==> config.mk <==
export PLATFORM = sky130hd
export DESIGN_NAME = fp16_unpack
export DESIGN_NICKNAME = d
export VERILOG_FILES = /design/src/rtl/fp16_unpack.sv
export SDC_FILE = /design/constraint.sdc
export NUM_CORES = 1
export LEC_CHECK = 0
export ABC_CLOCK_PERIOD_IN_PS = 1600
export BUFFER_PORTS_ARGS = -buffer_cell sky130_fd_sc_hd__buf_4
export CAP_MARGIN = 20
export CORE_MARGIN = 4
export CORE_UTILIZATION = 50
export CTS_BUF_LIST = sky130_fd_sc_hd__clkbuf_4 sky130_fd_sc_hd__clkbuf_8
export DETAILED_ROUTE_END_ITERATION = 10
export PLACE_DENSITY = 0.78
export SLEW_MARGIN = 10
export SYNTH_ARGS = -nofsm -noshare
export SYNTH_HDL_FRONTEND = slang
export SYNTH_SLANG_ARGS = --single-unit
==> constraint.sdc <==
create_clock -name clk -period 1.6 [get_ports clk]
set_input_delay 0.32 -clock clk [delete_from_list [all_inputs] [get_ports clk]]
set_output_delay 0.32 -clock clk [all_outputs]
set_load 0.01 [all_outputs]
==> src/rtl/fp16_unpack.sv <==
// Unpacks an IEEE-754 binary16 operand into sign, hidden-bit mantissa and unbiased exponent.
// Subnormals are normalised one bit per cycle before their result is flagged valid.
module fp16_unpack (
    input  logic        clk,
    input  logic        rst_n,
    input  logic        in_valid,
    input  logic [15:0] data_in,
    output logic        in_ready,
    output logic        n_valid,
    output logic        is_nan_out,
    output logic        is_pinf_out,
    output logic        is_ninf_out,
    output logic        is_num,
    output logic        sign_out,
    output logic [10:0] mant_out,
    output logic [6:0]  exp_out
);

    typedef enum logic {IDLE, NORM} state_t;

    state_t      state_q, state_d;
    logic        nvalid_q, nvalid_d;
    logic        nan_q, nan_d, pinf_q, pinf_d, ninf_q, ninf_d, num_q, num_d;
    logic        sign_q, sign_d;
    logic [10:0] mant_q, mant_d;
    logic [6:0]  exp_q, exp_d;

    logic [4:0]  e_field;
    logic [9:0]  f_field;
    logic [10:0] mant_sh;

    assign e_field = data_in[14:10];
    assign f_field = data_in[9:0];
    assign mant_sh = {mant_q[9:0], 1'b0};

    always_ff @(posedge clk or negedge rst_n) begin
        if (!rst_n) begin
            state_q  <= IDLE;
            nvalid_q <= 1'b0;
            nan_q    <= 1'b0;
            pinf_q   <= 1'b0;
            ninf_q   <= 1'b0;
            num_q    <= 1'b0;
            sign_q   <= 1'b0;
            mant_q   <= '0;
            exp_q    <= '0;
        end else begin
            state_q  <= state_d;
            nvalid_q <= nvalid_d;
            nan_q    <= nan_d;
            pinf_q   <= pinf_d;
            ninf_q   <= ninf_d;
            num_q    <= num_d;
            sign_q   <= sign_d;
            mant_q   <= mant_d;
            exp_q    <= exp_d;
        end
    end

    always_comb begin
        state_d  = state_q;
        nvalid_d = 1'b0;
        nan_d    = nan_q;
        pinf_d   = pinf_q;
        ninf_d   = ninf_q;
        num_d    = num_q;
        sign_d   = sign_q;
        mant_d   = mant_q;
        exp_d    = exp_q;
        unique case (state_q)
            IDLE: begin
                if (in_valid) begin
                    sign_d = data_in[15];
                    nan_d  = 1'b0;
                    pinf_d = 1'b0;
                    ninf_d = 1'b0;
                    num_d  = 1'b0;
                    if (e_field == 5'd31) begin
                        nvalid_d = 1'b1;
                        exp_d    = 7'd16;
                        if (f_field != '0) begin
                            nan_d  = 1'b1;
                            mant_d = {1'b1, f_field};
                        end else begin
                            mant_d = '0;
                            pinf_d = ~data_in[15];
                            ninf_d = data_in[15];
                        end
                    end else if (e_field == '0) begin
                        if (f_field == '0) begin
                            nvalid_d = 1'b1;
                            num_d    = 1'b1;
                            exp_d    = 7'h71;
                            mant_d   = '0;
                        end else begin
                            // Flags stay clear until normalisation finishes.
                            state_d = NORM;
                            exp_d   = 7'h72;
                            mant_d  = {1'b0, f_field};
                        end
                    end else begin
                        nvalid_d = 1'b1;
                        num_d    = 1'b1;
                        exp_d    = {2'b00, e_field} - 7'd15;
                        mant_d   = {1'b1, f_field};
                    end
                end
            end
            NORM: begin
                mant_d = mant_sh;
                exp_d  = exp_q - 7'd1;
                if (mant_sh[10]) begin
                    state_d  = IDLE;
                    nvalid_d = 1'b1;
                    num_d    = 1'b1;
                end
            end
            default: state_d = IDLE;
        endcase
    end

    assign in_ready    = (state_q == IDLE);
    assign n_valid     = nvalid_q;
    assign is_nan_out  = nan_q;
    assign is_pinf_out = pinf_q;
    assign is_ninf_out = ninf_q;
    assign is_num      = num_q;
    assign sign_out    = sign_q;
    assign mant_out    = mant_q;
    assign exp_out     = exp_q;

endmodule

==> flow_metrics.tcl, run 1 <==
set metrics [dict create \
    syn2layout_area_growth_pct 39.6 \
    drc 0 \
    vias_per_cell 5.91 \
    drt_first_pass_iters 4 \
    stdcell_area_um2 1970 \
    drv_cap 0 \
    path_buf_inv 0 \
    worstPathArrival_ns 1.78 \
    swShare_pct 33.1 \
    vias 1448 \
    die_area_um2 3740 \
    place_area_um2 1940 \
    hold_violations 0 \
    cts_tree "yes" \
    yosysUniqueCellTypes 43 \
    antenna_found_initial 0 \
    synth.avg_cell_area_um2 9.30 \
    layout-drive-gt1-share_pct 34.6 \
    dp_slack_ns -0.175 \
    cts_inserted_buffers 3 \
    coreArea_um2 2730 \
    end_kind "flip-flop" \
    period_share_pct 94.7 \
    power_frac_comb_pct 33.7 \
    final_nets 238 \
    port_buffers 43 \
    ys_warn_count 0 \
    initial_core_util_pct 51.7 \
    required_ns 1.87 \
    crit_family "simple AND/OR/NAND/NOR gates" \
    synth-seq-cells 25 \
    outcome "complete, no violations" \
    slowest_delay_ns 0.45 \
    rows 19 \
    pin_count 44 \
    worst_slack_ns 0.0842 \
    finalSetupViolations 0 \
    cts_setup_buffers 0 \
    grt_overflow_total 0 \
    startpoint_type "flip-flop" \
    switchingPower_mw 0.531 \
    path_clk_slew_ns 0.15 \
    clockBufferDepth 2 \
    skew_ns 0.00334 \
    hold-worst-slack_ns 0.179 \
    syn_nets 175 \
    fin_crit_ns 1.52 \
    cts-resized-gates 0 \
    syn_area_um2 1410 \
    synth_edf_count 0 \
    netlist_instances 152 \
    cts.sinks 25 \
    ys.flop_type "dfrtp_1" \
    gr-usage-all-layers_pct 22.1 \
    clkPwrFrac_pct 19.1 \
    fill_cells 215 \
    hpwl_um 2960 \
    grt_pass1_vias 1453 \
    crit_path_max_fanout 4 \
    power_mw 1.60 \
    root_buffer "clkbuf_4" \
    grt_max_degree 26 \
    clock_latency_ns 0.33 \
    hold_class "in -> reg" \
    yosysSeqAreaShare_pct 44.2 \
    finalWirelength_um 3780 \
    p_int_mw 1.07 \
    die_w_um 61.2 \
    worst_slew_pin_slew_ns 0.439 \
    ir_drop_mv 0.662 \
    htree_levels 1 \
    drtAntennaViolNets 0 \
    leakage_nw 0.912 \
    yosysTopAreaCellShare_pct 44.2 \
    cp_slowest_cell "or3_1" \
    timing.slew.headroom_pct 70.3 \
    gp_congestion 0.901 \
    yosysTopAreaCell "dfrtp_1" \
    powerDensity_nw_per_um2 813 \
    maxSlewViolCount 0 \
    max_freq_ghz 0.660 \
    diodes 0 \
    synthArstFlopShare_pct 100 \
    wl_per_cell_um 15.4 \
    detail_route.iter0.violations 51 \
    die_h_um 61.2 \
    rsz0062_at_grt "false" \
    grt_first_pass_wirelength_um 6200 \
    layout_common_cells "65 x buf_4, 25 x dfrtp_1, 18 x nand2_1" \
    p_seq_share_pct 47.2 \
    ys_top_cells_by_area "dfrtp_1 44%, mux2i_1 7.1%, o21ai_0 6.0%" \
    crit_type "reg -> reg" \
    final_common_cell "buf_4" \
    worstPathCellList "or3_1, or4_1, a31oi_1" \
]
Yosys cell counts (all sizes together) (4+ instances only):
cell type / n
buf: 4
clkbuf: 4
dfrtp: 25
ha: 4
inv: 7
mux2i: 10
nand2: 18
nand3: 7
nand4: 4
nor2: 5
o21ai: 18
worst min-delay path: cells and delay by family:
kind                   cells  cell delay [ns]
and+or+nand+nor            2             0.09
buffers and inverters      1             0.09
path summary, 6_finish.rpt:
kind / slack, ns / to / from / depth (start not counted)
max reg2reg: 0.08 / exp_out[5] / exp_out[4] / 3
min reg2reg: 0.49 / sign_out / sign_out / 2
min in group asynchronous: 0.40 / is_nan_out / rst_n / 2
max in group asynchronous: 0.96 / mant_out[7] / rst_n / 2
min: 0.18 / sign_out / data_in[15] / 3
max: 0.08 / exp_out[5] / exp_out[4] / 3
state kept, by name (all words and copies together) (netlist names):
name         flops
exp_out          7
is_nan_out       1
is_ninf_out      1
is_num           1
is_pinf_out      1
mant_out        11
n_valid          1
sign_out         1
state_q          1
power by group through the flow:
stage	Combinational, mW	Clock (mW)	Sequential [mW]
2_1_floorplan	0.191	0	0.817
3_3_place_gp	0.517	0	0.766
3_5_place_dp	0.540	0	0.769
4_1_cts	0.543	0.309	0.758
5_1_grt	0.592	0.337	0.768
6_report	0.540	0.306	0.758
cell families after synthesis:
logic type	after synthesis	share of synthesized area [%]
muxes	10	7.08
DFF	25	44.2
adders and majority gates	4	3.54
and+or+nand+nor	56	20.7
AOI/OAI and AO/OA	40	18.9
buffers and inverters	15	4.25
xor gates and xnor gates	2	1.24
per-layer routing:
metal	routed length, um	track usage, %	vias to the layer above
li1	-	-	692
met1	1610	27.4	709
met2	1910	38.1	38
met3	177	3.35	9
met4	82	9.60	0
met5	0	0	-
layout make-up:
class | count | area, um^2 | area share, %
clock buffers | 3 | 22.5 | 1.14
clock inverters | 1 | 5.00 | 0.254
inverters | 7 | 26.3 | 1.33
multi-input cells | 112 | 757 | 38.4
flip-flops and latches | 25 | 626 | 31.7
well taps | 31 | 38.8 | 1.97
repair buffers | 66 | 498 | 25.2
stage by stage:
step,TNS [ns],utilization [%],instances
floorplan,-0.0336,-,152
global placement,-0.666,70.8,240
detailed placement,-1.02,70.8,240
CTS,0,72.2,245
global route,0,72.2,245
finish,0,72.2,245
timing repair:
| action | in CTS | in global routing |
|---|---|---|
| hold buffers | 1 | 0 |
| endpoints found under the setup margin | 0 | 0 |
| hold endpoints to repair | 25 | 0 |
No activity file was read; power rests on OpenSTA's default activity.
==> inputs of run 2 (changes only) <==
--- a/config.mk
+++ b/config.mk
@@ -6,7 +6,7 @@
 export NUM_CORES = 1
 export LEC_CHECK = 0
 export ABC_CLOCK_PERIOD_IN_PS = 1600
-export BUFFER_PORTS_ARGS = -buffer_cell sky130_fd_sc_hd__buf_4
+export BUFFER_PORTS_ARGS = -buffer_cell sky130_fd_sc_hd__buf_2
 export CAP_MARGIN = 20
 export CORE_MARGIN = 4
 export CORE_UTILIZATION = 50
==> run 2 against run 1 <==
Compared with the run above: count of clock-buffer cells in the layout unchanged; routed wire length down 2.7%; first-iteration DRC count up 22%; final cell count up 0.41%; global-route usage down 1.1 points; utilization down 3.5 points; critical path depth unchanged; register-to-register slack worse by 0.03 ns; die area unchanged; non-clock buffer count up 1; sequential cell count unchanged; critical endpoint unchanged.
==> flow_metrics.tcl, run 2 (synthesis gave the netlist of run 1 again) <==
set metrics [dict create \
    drv_cap 0 \
    pin_count 44 \
    hold_class "in -> reg" \
    maxSlewViolCount 0 \
    power_frac_comb_pct 31.1 \
    vias 1403 \
    crit_path_max_fanout 4 \
    skew_ns 0.00209 \
    grt_first_pass_wirelength_um 5850 \
    cts_setup_buffers 0 \
    switchingPower_mw 0.520 \
    hpwl_um 2930 \
    drtAntennaViolNets 0 \
    cts_inserted_buffers 3 \
    cts-resized-gates 0 \
    dr_wl_met2_um 1900 \
    slowest_delay_ns 0.45 \
    gr-usage-all-layers_pct 21.1 \
    hold_violations 0 \
    power_mw 1.55 \
    rr_worst_depth 3 \
    drc 0 \
    layout_common_cells "43 x buf_2, 25 x dfrtp_1, 23 x buf_4" \
    final_nets 239 \
    wl_met1_um 1530 \
    ir_drop_mv 0.718 \
    whs_path_depth 3 \
    grt_max_degree 26 \
    stdcell_area_um2 1880 \
    die_w_um 61.2 \
    p_seq_share_pct 48.9 \
    startpoint_type "flip-flop" \
    outcome "complete, no violations" \
    rows 19 \
    diodes 0 \
    coreArea_um2 2730 \
    required_ns 1.86 \
    syn2layout_area_growth_pct 32.7 \
    clkPwrFrac_pct 20.0 \
    routed.top_layer "met4" \
    root_buffer "clkbuf_4" \
    die_h_um 61.2 \
    end_kind "flip-flop" \
    antenna_found_initial 0 \
    period_share_pct 96.6 \
    place_area_um2 1840 \
    leakage_nw 0.881 \
    port_buffers 43 \
    layout-drive-gt1-share_pct 34.9 \
    grt_overflow_total 0 \
    met3_length_um 186 \
    swShare_pct 33.6 \
    final_common_cell "buf_2" \
    die_area_um2 3740 \
    timing.slew.headroom_pct 64.1 \
    worstPathCellList "or3_1, or4_1, a31oi_1" \
    clockBufferDepth 2 \
    crit_type "reg -> reg" \
    cts.sinks 25 \
    p_int_mw 1.03 \
    path_clk_slew_ns 0.15 \
    clock_latency_ns 0.33 \
    finalWirelength_um 3680 \
    cts_tree "yes" \
    max_freq_ghz 0.647 \
    drt_first_pass_iters 4 \
    powerDensity_nw_per_um2 825 \
    cp_slowest_cell "or3_1" \
    htree_levels 1 \
    largest_register_ffs 11 \
    fin_crit_ns 1.55 \
    worst_slew_pin_slew_ns 0.538 \
    initial_core_util_pct 51.7 \
    grt_pass1_vias 1348 \
    vias_per_cell 5.70 \
    worstPathArrival_ns 1.81 \
    detail_route.iter0.violations 62 \
    rsz0062_at_grt "false" \
    finalSetupViolations 0 \
    gp_congestion 0.870 \
    wl_per_cell_um 15.0 \
]
## run 2: worst max-delay path: cells and delay by family, from the launching register on
| family | cells | cell delay (ns) |
|---|---|---|
| compound gates | 1 | 0.20 |
| flops | 1 | 0.40 |
| simple gates | 2 | 0.88 |
## run 2: per-stage QoR
| step | cells | worst slack, ns | TNS [ns] | util (%) | hold slack, ns |
|---|---|---|---|---|---|
| floorplan | 152 | -0.0336 | -0.0336 | - | 0.0244 |
| global placement | 241 | -0.100 | -0.625 | 67.1 | 0.333 |
| detailed placement | 241 | -0.144 | -0.971 | 67.1 | 0.334 |
| CTS | 246 | 0.0602 | 0 | 68.6 | 0.191 |
| global route | 246 | 0.0159 | 0 | 68.6 | 0.213 |
| finish | 246 | 0.0542 | 0 | 68.6 | 0.201 |
## run 2: final timing paths
path | start | to | slack, ns
setup / recovery | exp_out[4] | exp_out[5] | 0.05
hold / removal | data_in[15] | sign_out | 0.20
setup reg to reg | exp_out[4] | exp_out[5] | 0.05
hold reg to reg | sign_out | sign_out | 0.49
max in group asynchronous | rst_n | mant_out[4] | 0.76
min in group asynchronous | rst_n | sign_out | 0.49
## run 2: final cells by class
type / instances / area (um^2)
tap: 31 / 38.8
sequential: 25 / 626
inverter: 7 / 26.3
clock buffer: 3 / 22.5
multi-input combinational: 112 / 757
fill: 232 / 857
clock inverter: 1 / 8.76
timing repair buffer: 67 / 398
## run 2: repair_timing
item | in CTS | in global routing
hold buffers | 1 | 0
endpoints found under the setup margin | 0 | 0
endpoints found under the hold margin | 25 | 0
## run 2: power groups by stage
| stage | Sequential [mW] | Combinational [mW] | Clock (mW) |
|---|---|---|---|
| final | 0.757 | 0.481 | 0.310 |
| after global routing | 0.769 | 0.532 | 0.348 |
| after CTS | 0.757 | 0.484 | 0.319 |
| after detailed placement | 0.770 | 0.479 | 0 |
| after global placement | 0.763 | 0.462 | 0 |
| after floorplan | 0.817 | 0.191 | 0 |
## run 2: routing by layer
| layer | GRT usage, % | up-vias |
|---|---|---|
| li1 | - | 691 |
| met1 | 25.1 | 665 |
| met2 | 37.9 | 40 |
| met3 | 3.14 | 7 |
| met4 | 8.05 | 0 |
| met5 | 0 | - |
==> inputs of run 3 (changes only) <==
--- a/config.mk
+++ b/config.mk
@@ -5,15 +5,17 @@
 export SDC_FILE = /design/constraint.sdc
 export NUM_CORES = 1
 export LEC_CHECK = 0
-export ABC_CLOCK_PERIOD_IN_PS = 1600
+export ABC_CLOCK_PERIOD_IN_PS = 2000
 export BUFFER_PORTS_ARGS = -buffer_cell sky130_fd_sc_hd__buf_2
 export CAP_MARGIN = 20
 export CORE_MARGIN = 4
 export CORE_UTILIZATION = 50
 export CTS_BUF_LIST = sky130_fd_sc_hd__clkbuf_4 sky130_fd_sc_hd__clkbuf_8
+export CTS_CLUSTER_DIAMETER = 60
 export DETAILED_ROUTE_END_ITERATION = 10
 export PLACE_DENSITY = 0.78
 export SLEW_MARGIN = 10
 export SYNTH_ARGS = -nofsm -noshare
 export SYNTH_HDL_FRONTEND = slang
 export SYNTH_SLANG_ARGS = --single-unit
+export TNS_END_PERCENT = 100
==> constraint.sdc (replaced) <==
create_clock -name clk -period 2 [get_ports clk]
set_input_delay 0.4 -clock clk [delete_from_list [all_inputs] [get_ports clk]]
set_output_delay 0.4 -clock clk [all_outputs]
set_load 0.01 [all_outputs]
==> run 3 against run 2 <==
Compared with the run above: count of clock-buffer cells in the layout increased by 1; routed wire length decreased by 1.0%; utilization decreased by 5.9 points; non-clock buffer count decreased by 17; critical endpoint is now exp_out[3]; highest routed layer unchanged.
==> flow_metrics.tcl, run 3 (synthesis gave the netlist of run 1 again) <==
set metrics [dict create \
    grt_max_degree 33 \
    cp-startpoint "data_in[10]" \
    htree_levels 1 \
    gr-usage-all-layers_pct 20.9 \
    p_seq_share_pct 53.4 \
    setup_tns_ns 0 \
    port_buffers 43 \
    clkPwrFrac_pct 20.3 \
    ir_drop_mv 0.473 \
    rows 19 \
    stdcell_area_um2 1720 \
    powerDensity_nw_per_um2 687 \
    drt_first_pass_iters 4 \
    slowest_delay_ns 0.51 \
    gp_congestion 0.861 \
    path_buf_inv 1 \
    root_buffer "clkbuf_4" \
    wl_per_cell_um 15.9 \
    coreArea_um2 2730 \
    startpoint_type "input port" \
    pin_count 44 \
    antenna_found_initial 0 \
    place_area_um2 1690 \
    finalWirelength_um 3640 \
    fin_crit_ns 1.64 \
    power_frac_comb_pct 26.3 \
    cts-resized-gates 0 \
    worstPathCellList "buf_2, ha_1, and3_2, ha_1, or4_1, a32oi_1" \
    dp_slack_ns 0.0281 \
    leakage_nw 0.801 \
    crit_type "in -> reg" \
    finalSetupViolations 0 \
    timing.slew.headroom_pct 61.5 \
    crit_family "simple AND/OR/NAND/NOR gates" \
    die_area_um2 3740 \
    final_nets 222 \
    max_freq_ghz 0.610 \
    drtAntennaViolNets 0 \
    vias 1390 \
    place_inst 225 \
    detail_route.iter0.violations 91 \
    switchingPower_mw 0.385 \
    final_common_cell "buf_2" \
    multi_input_area_um2 728 \
    swShare_pct 32.6 \
    grt_pass1_vias 1291 \
    worstPathArrival_ns 1.88 \
    grt_first_pass_wirelength_um 5890 \
    clock_latency_ns 0.32 \
    cts_tree "yes" \
    fill_cells 248 \
    worst_slew_pin_slew_ns 0.578 \
    layout_common_cells "43 x buf_2, 25 x dfrtp_1, 18 x nand2_1" \
    drv_cap 0 \
    path_clk_slew_ns 0.13 \
    hold_buffers 0 \
    rsz0062_at_grt "false" \
    required_ns 2.25 \
    cts_setup_buffers 0 \
    fin_cells 229 \
    r2r-start "exp_out[4]" \
    syn2layout_area_growth_pct 21.4 \
    clockBufferDepth 2 \
    p_int_mw 0.795 \
    crit_path_max_fanout 4 \
    regArea_um2 626 \
    r2r_setup_slack_ns 0.44 \
    diodes 0 \
    outcome "complete, no violations" \
    vias_per_cell 6.07 \
    rr_worst_depth 3 \
    hold_violations 0 \
    cts_inserted_buffers 3 \
    die_w_um 61.2 \
    drc 0 \
    grt_overflow_total 0 \
    maxSlewViolCount 0 \
    cts.sinks 25 \
    worst_slack_ns 0.361 \
    reg2reg_to "exp_out[5]" \
    largest_register_ffs 11 \
    period_share_pct 81.9 \
    hold_class "in -> async" \
    skew_ns 0.00497 \
    layout-drive-gt1-share_pct 28.8 \
    hpwl_um 2720 \
    crit_top_cell "ha_1" \
    die_h_um 61.2 \
    cp_slowest_cell "or4_1" \
    end_kind "flip-flop" \
    initial_core_util_pct 51.7 \
]
-- run 3: changes by cell type in the layout (fill, tap and decap cells not counted), sizes merged --
cell | previous run | this run
inv | 8 | 7
buf | 66 | 50
clkbuf | 3 | 4
dlygate4sd3 | 1 | 0
-- run 3: worst max path at each step --
stage                       to  slack (ns)  cells after the start
floorplan           exp_out[3]        0.11                      6
global placement    exp_out[3]        0.06                      6
detailed placement  exp_out[3]        0.03                      6
CTS                 exp_out[3]        0.36                      6
global route        exp_out[3]        0.26                      6
finish              exp_out[3]        0.36                      6
-- run 3: layout make-up --
cell class,instances,area share (%)
inverter,7,1.53
timing repair buffer,50,15.6
multi-input combinational,112,42.4
clock buffer,4,1.75
tap,31,2.26
sequential,25,36.4
-- run 3: power groups by stage --
stage,registers (mW),clock network (mW),logic [mW]
floorplan,0.654,0,0.150
global placement,0.634,0,0.307
detailed placement,0.638,0,0.313
CTS,0.629,0.249,0.315
global route,0.643,0.268,0.349
finish,0.629,0.240,0.310
-- run 3: worst register-to-register path: stages (launching register included) --
cell and delay [ns]:
dfrtp_1 0.44, or3_1 0.45, or4_1 0.42, a31oi_1 0.18
-- run 3: layer usage --
metal / wire length, um / GRT usage, % / vias to the layer above
li1: - / - / 657
met1: 1550 / 27.5 / 663
met2: 1800 / 35.3 / 62
met3: 238 / 2.73 / 8
met4: 54 / 7.12 / 0
met5: 0 / 0 / -
-- run 3: stage by stage --
| step | total power [mW] | hold WS (ns) | util [%] |
|---|---|---|---|
| after CTS | 1.19 | 0.0648 | 62.8 |
| after floorplan | 0.804 | 0.104 | - |
| after global placement | 0.940 | 0.417 | 61.7 |
| after detailed placement | 0.951 | 0.426 | 61.7 |
| after global routing | 1.26 | 0.0824 | 62.8 |
| final | 1.18 | 0.0563 | 62.8 |
